**src/rtl/if_fetch_stage_if.sv**
```systemverilog
// Instruction-memory bus between the fetch stage (master) and the
// instruction memory (slave). req/addr are held by the master until the
// slave pulses ready for one cycle with rdata valid in that same cycle.
interface if_fetch_stage_if;
    logic        req;
    logic [31:0] addr;
    logic        ready;
    logic [31:0] rdata;

    modport master (output req, output addr, input ready, input rdata);
    modport slave  (input req, input addr, output ready, output rdata);
endinterface

```
**src/rtl/if_fetch_stage.sv**
```systemverilog
// Instruction-fetch stage: owns the PC, issues one request at a time to a
// variable-latency instruction memory, buffers a single fetched instruction
// for IF/ID, and handles branch redirects by discarding wrong-path fetches.
// Optional feature macro: IF_PERF_CNT_EN builds the fetch/kill counters;
// without it perf_fetch/perf_kill are tied to zero.
module if_fetch_stage #(
    parameter logic [31:0] RESET_PC = 32'h0000_0000
) (
    input  logic               clk,
    input  logic               rst,
    input  logic               freeze,
    input  logic               Br_taken,
    input  logic [31:0]        Br_Addr,
    if_fetch_stage_if.master   imem,
    output logic               if_valid,
    output logic [31:0]        Instruction,
    output logic [31:0]        PC,
    output logic               flush,
    output logic [31:0]        perf_fetch,
    output logic [31:0]        perf_kill
);

    // IDLE: nothing outstanding; REQ: useful request outstanding;
    // KILL: wrong-path request outstanding, its data will be dropped.
    typedef enum logic [1:0] {
        IDLE = 2'd0,
        REQ  = 2'd1,
        KILL = 2'd2
    } state_t;

    state_t      state;
    state_t      state_nxt;
    logic        issue;
    logic [31:0] pc;
    logic [31:0] pend;
    logic [31:0] br_target;
    logic        consumed;
    logic        buf_free;
    logic        done_useful;
    logic        done_kill;

    // Redirect targets are always word aligned.
    assign br_target   = {Br_Addr[31:2], 2'b00};
    assign flush       = Br_taken;
    assign consumed    = if_valid & ~freeze;
    assign buf_free    = ~if_valid | consumed;
    assign done_useful = (state == REQ) & imem.ready & ~Br_taken;
    assign done_kill   = ((state == REQ) & imem.ready & Br_taken) |
                         ((state == KILL) & imem.ready);

    // State register.
    always_ff @(posedge clk or posedge rst) begin
        // NOTE: sequential state uses non-blocking assignments so every
        // register samples the pre-edge values of the others.
        if (rst) state <= IDLE;
        else     state <= state_nxt;
    end

    // Next-state decode and request-issue decision.
    always_comb begin
        // NOTE: defaults first so no path leaves a signal unassigned,
        // which would otherwise infer a latch.
        state_nxt = state;
        issue     = 1'b0;
        case (state)
            IDLE: begin
                if (!Br_taken && buf_free) begin
                    state_nxt = REQ;
                    issue     = 1'b1;
                end
            end
            REQ: begin
                if (imem.ready)    state_nxt = IDLE;
                else if (Br_taken) state_nxt = KILL;
            end
            KILL: begin
                if (imem.ready) state_nxt = IDLE;
            end
            default: state_nxt = IDLE;
        endcase
    end

    // PC, pending redirect target and the registered memory request.
    always_ff @(posedge clk or posedge rst) begin
        if (rst) begin
            pc        <= RESET_PC;
            pend      <= 32'h0;
            imem.req  <= 1'b0;
            imem.addr <= 32'h0;
        end else begin
            case (state)
                IDLE: begin
                    if (Br_taken) begin
                        pc <= br_target;
                    end else if (issue) begin
                        imem.req  <= 1'b1;
                        imem.addr <= pc;
                    end
                end
                REQ: begin
                    if (imem.ready) begin
                        imem.req <= 1'b0;
                        pc       <= Br_taken ? br_target : pc + 32'd4;
                    end else if (Br_taken) begin
                        pend <= br_target;
                    end
                end
                KILL: begin
                    if (imem.ready) begin
                        imem.req <= 1'b0;
                        pc       <= Br_taken ? br_target : pend;
                    end else if (Br_taken) begin
                        pend <= br_target;
                    end
                end
                default: ;
            endcase
        end
    end

    // One-entry output buffer; a redirect empties it ahead of hold or load.
    always_ff @(posedge clk or posedge rst) begin
        if (rst) begin
            if_valid    <= 1'b0;
            Instruction <= 32'h0;
            PC          <= 32'h0;
        end else if (Br_taken) begin
            if_valid <= 1'b0;
        end else if (done_useful) begin
            if_valid    <= 1'b1;
            Instruction <= imem.rdata;
            PC          <= pc + 32'd4;
        end else if (consumed) begin
            if_valid <= 1'b0;
        end
    end

`ifdef IF_PERF_CNT_EN
    // Useful and discarded completion counters, wrapping at 2^32.
    always_ff @(posedge clk or posedge rst) begin
        if (rst) begin
            perf_fetch <= 32'h0;
            perf_kill  <= 32'h0;
        end else begin
            if (done_useful) perf_fetch <= perf_fetch + 32'd1;
            if (done_kill)   perf_kill  <= perf_kill + 32'd1;
        end
    end
`else
    assign perf_fetch = 32'h0;
    assign perf_kill  = 32'h0;
`endif

endmodule

```
**src/flat_wrapper.sv**
```systemverilog
// flat-port wrapper written by rule: the top's interface ports become plain ports
module if_fetch_stage_flat 
#(
    parameter logic [31:0] RESET_PC = 32'h0000_0000
)
  (clk, rst, freeze, Br_taken, Br_Addr, if_valid, Instruction, PC, flush, perf_fetch, perf_kill, imem_req, imem_addr, imem_ready, imem_rdata);
  if_fetch_stage_if imem_i ();
  input  logic clk;
  input  logic rst;
  input  logic freeze;
  input  logic Br_taken;
  input  logic [31:0] Br_Addr;
  output logic if_valid;
  output logic [31:0] Instruction;
  output logic [31:0] PC;
  output logic flush;
  output logic [31:0] perf_fetch;
  output logic [31:0] perf_kill;
  output wire logic [$bits(imem_i.req)-1:0] imem_req;
  output wire logic [$bits(imem_i.addr)-1:0] imem_addr;
  input wire logic [$bits(imem_i.ready)-1:0] imem_ready;
  input wire logic [$bits(imem_i.rdata)-1:0] imem_rdata;
  assign imem_req = imem_i.req;
  assign imem_addr = imem_i.addr;
  assign imem_i.ready = imem_ready;
  assign imem_i.rdata = imem_rdata;
  if_fetch_stage #(.RESET_PC(RESET_PC)) u_core (.clk(clk), .rst(rst), .freeze(freeze), .Br_taken(Br_taken), .Br_Addr(Br_Addr), .imem(imem_i), .if_valid(if_valid), .Instruction(Instruction), .PC(PC), .flush(flush), .perf_fetch(perf_fetch), .perf_kill(perf_kill));
endmodule
```
**config.mk**
```make
export PLATFORM = sky130hd
export DESIGN_NAME = if_fetch_stage_flat
export DESIGN_NICKNAME = d
export VERILOG_FILES = /design/src/rtl/if_fetch_stage_if.sv /design/src/rtl/if_fetch_stage.sv /design/src/flat_wrapper.sv
export SDC_FILE = /design/constraint.sdc
export NUM_CORES = 1
export LEC_CHECK = 0
export BUFFER_PORTS_ARGS = -buffer_cell sky130_fd_sc_hd__buf_2
export CORE_ASPECT_RATIO = 1.1
export CORE_MARGIN = 2
export CORE_UTILIZATION = 48
export CTS_CLUSTER_DIAMETER = 120
export DETAILED_ROUTE_END_ITERATION = 16
export GPL_TIMING_DRIVEN = 0
export MAX_ROUTING_LAYER = met4
export PLACE_DENSITY = 0.85
export SLEW_MARGIN = 40
export SYNTH_ARGS = -nofsm -noshare
export SYNTH_HDL_FRONTEND = slang
export SYNTH_SLANG_ARGS = --single-unit
```
**constraint.sdc**
```tcl
create_clock -name clk -period 4.4 [get_ports clk]
set_input_delay 0.22 -clock clk [delete_from_list [all_inputs] [get_ports clk]]
set_output_delay 0.22 -clock clk [all_outputs]
set_load 0.02 [all_outputs]
```
==> out/results.tsv <==
stage	metric	value	unit
outcome	outcome	finished clean	
floorplanning	Die X	129	µm
placed_design	HPWL after DPL	18.0	mm
synth	sequential area share after synthesis	49.6	%
synth	synth cell count leaders	dfrtp_1, mux2_2, nand2_1, buf_4, o21ai_0	
power_and_ir_drop	Power Density	747	nW/µm²
floorplanning	FP Rows	50	
synth	Post-synth EDFFs	0	
power_and_ir_drop	part of the power in the clock network	19.0	%
critical_path	Worst path slowest cell	clkbuf_1	
synth	Synth area leaders	dfrtp_1, mux2_2, buf_4	
power_and_ir_drop	switching power	3.35	mW
critical_path	Worst path max stage delay	0.53	ns
hold_path	Hold WC Path Type	in2reg	
placed_design	Final GP Congestion	0.960	
detailed_routing	Via density	5.56	
sta	# setup viols final	0	
finish	nets	1120	
finish	Final Util	61.4	%
sta	Slew headroom	38.4	%
critical_path	Worst Path Class, Setup	reg2reg	
detailed_routing	first drt pass iteration count	5	
detailed_routing	routed wire length per instance	18.7	µm
clock_network	CTS buffer count	17	
global_routing	total grt overflow	0	
clock_network	htree depth	4	
global_routing	initial antenna violation count	3	
synth	Synth Flop Type	dfrtp_1	
sta	RSZ-0062 raised after global routing	false	
synth	Avg Inst Size Synth	10.5	µm²
synth	register bit total from synthesis	164	
finish	FF+latch area	4100	µm²
global_routing	GRT Util Overall	27.0	%
clock_network	PostCTS Resize Cnt	0	
sta	setup TNS	0	ns
finish	non-filler cells, final	1298	
power_and_ir_drop	combinational power share	45.8	%
critical_path	crit-path max FO	10	
power_and_ir_drop	Sw Share	43.1	%
sta	Final Max Slew Viols	0	
critical_path	Crit path arrival time	3.40	ns
clock_network	Clock Tree Root	clkbuf_16	
clock_network	CTS tree	done	
power_and_ir_drop	maximum vdd drop	438	µV
power_and_ir_drop	Sequential Power Share	35.2	%
synth	cell taking the most area after synthesis	dfrtp_1	
critical_path	critical path cell sequence	inv_1, ha_1, clkbuf_1, nor2b_1, clkbuf_1, and2_1, buf_2, buf_2, mux2_1	
power_and_ir_drop	Static Leak	4.90	nW
synth	FFs w/ async S/R, synth	100	%
critical_path	crit path launch type	register	
detailed_routing	vias	7216	
clock_network	Clock Pin Slew Worst Setup and Hold Paths	0.07	ns
sta	f_max	324	MHz
global_routing	first-pass GRT wire length	36.7	mm
clock_network	# clock sinks	164	
floorplanning	Die ar.	18300	µm²
power_and_ir_drop	Pwr Total	7.79	mW
sta	Final Hold Fails	0	
detailed_routing	Iter 0 DRT Violations	808	
detailed_routing	DRC	0	
floorplanning	DIE HEIGHT	142	µm
finish	layout filler cell count	1362	
synth	count of cell types in the netlist	62	
placed_design	placed cells	1259	
synth	Netlist Area Pre-Place	8270	µm²
clock_network	CTS Buffer Depth	2	
finish	layout cells sized above 1	34.8	%
detailed_routing	Total Wirelength	24.3	mm
floorplanning	core area	17000	µm²
power_and_ir_drop	Int Pwr	4.43	mW
sta	Tightest Pin Transition	0.916	ns
clock_network	Clock Latency Late Sink	0.44	ns
sta	post-layout minimum cycle time	3.09	ns
synth	post-synth top area share	49.6	%
finish	Area Overhead vs Synth	25.9	%
sta	Final WS setup	1.31	ns
critical_path	Data required, critical path	4.71	ns
placed_design	pre-CTS setup slack	1.39	ns
job	max cap viols	0	
synth	most numerous cell in the Yosys netlist	dfrtp_1	
sta	fin crit share	70.1	%
placed_design	port bufs	165	
global_routing	vias in the first global route	6854	
floorplanning	IO Count	232	
floorplanning	Initial Util	48.8	%
critical_path	Buffers & Inverters on Critical Path	5	
synth	Ys Warns	0	
synth	Post-Synthesis Cells	790	
critical_path	critical path's top delay family	buffers and inverters	
sta	clock skew	0.00765	ns
global_routing	largest net degree at the start of global routing	28	
finish	area of the multi-input gates	3650	µm²
critical_path	CP Capture Type	register	
detailed_routing	Post-DRT Antenna Nets	0	
==> cells by family (layout without fill, tap and decap cells) <==
kind of cell    count (synthesis)  after routing  share of synthesized area, %
flops                         164            164                          49.6
fa+ha+maj                       5              5                         0.756
simple gates                  187            187                          10.9
other cells                     1             69                        0.0453
compound gates                181            181                          14.2
mux                            95             95                          12.9
buf+inv                       134            340                          9.10
xor+xnor                       23             23                          2.43
==> repair_timing <==
action | in CTS | in global routing
endpoints found under the hold margin | 21 | 0
setup buffers | 0 | 0
hold buffers | 2 | 0
==> area by class of cell <==
type	instances	share of cell area, %
timing repair buffer	174	9.68
sequential	164	39.4
inverter	17	0.649
antenna	5	0.120
multi-input combinational	555	35.1
tap	234	2.81
buffer	117	6.62
clock inverter	12	1.18
clock buffer	20	4.48
==> power by group through the flow <==
stage | clock network [mW] | logic, mW | registers (mW)
floorplan | 0 | 1.88 | 3.15
global placement | 0 | 3.38 | 2.69
detailed placement | 0 | 3.49 | 2.74
CTS | 1.48 | 3.53 | 2.72
global route | 1.55 | 3.83 | 2.82
finish | 1.48 | 3.57 | 2.74
==> cell usage in the layout (no fill, tap or decap), types with 7 or more instances in the layout <==
| master | instances |
|---|---|
| inv_1 | 14 |
| buf_2 | 170 |
| clkbuf_16 | 17 |
| buf_4 | 65 |
| a21oi_1 | 24 |
| nor2_1 | 36 |
| o31ai_1 | 7 |
| a221oi_1 | 14 |
| nand2_1 | 72 |
| conb_1 | 64 |
| clkbuf_1 | 43 |
| nand4_1 | 13 |
| o21ai_0 | 65 |
| xnor2_1 | 18 |
| dfrtp_1 | 164 |
| o21ai_1 | 15 |
| mux2_2 | 89 |
| nand3_1 | 10 |
| or3_1 | 7 |
| nor3_1 | 13 |
==> state kept, by name, summed over array words and instances (netlist names) <==
signal,flops
u_core.Instruction,32
u_core.PC,32
u_core.imem.addr,32
u_core.pc,32
u_core.pend,32
u_core.state,2
u_core.if_valid,1
u_core.imem.req,1
==> routing by layer <==
| layer | GRT usage (%) | part of all wire [%] |
|---|---|---|
| met5 | - | 0 |
| met4 | 14.4 | 4.5 |
| met3 | 7.13 | 8.9 |
| met2 | 41.5 | 48 |
| met1 | 32.6 | 38 |
==> metrics by stage <==
stage	area, µm²	hold slack (ns)
after floorplan	8510	0.355
after global placement	9630	0.436
after detailed placement	9800	0.191
after CTS	10400	0.00587
after global routing	10400	0.00931
final	10400	0.00739
==> final timing paths <==
kind | startpoint | cells after the start | end | slack, ns
setup / recovery | u_core.state[1] | 9 | u_core.Instruction[2] | 1.31
min in group asynchronous | rst | 3 | u_core.PC[0] | 0.31
hold reg to reg | u_core.PC[15] | 2 | u_core.PC[15] | 0.47
max in group asynchronous | rst | 7 | u_core.imem.addr[8] | 3.12
hold / removal | imem_rdata[1] | 2 | u_core.Instruction[1] | 0.007
setup reg to reg | u_core.state[1] | 9 | u_core.Instruction[2] | 1.31
Note: power is estimated with default switching activity, not from simulation.
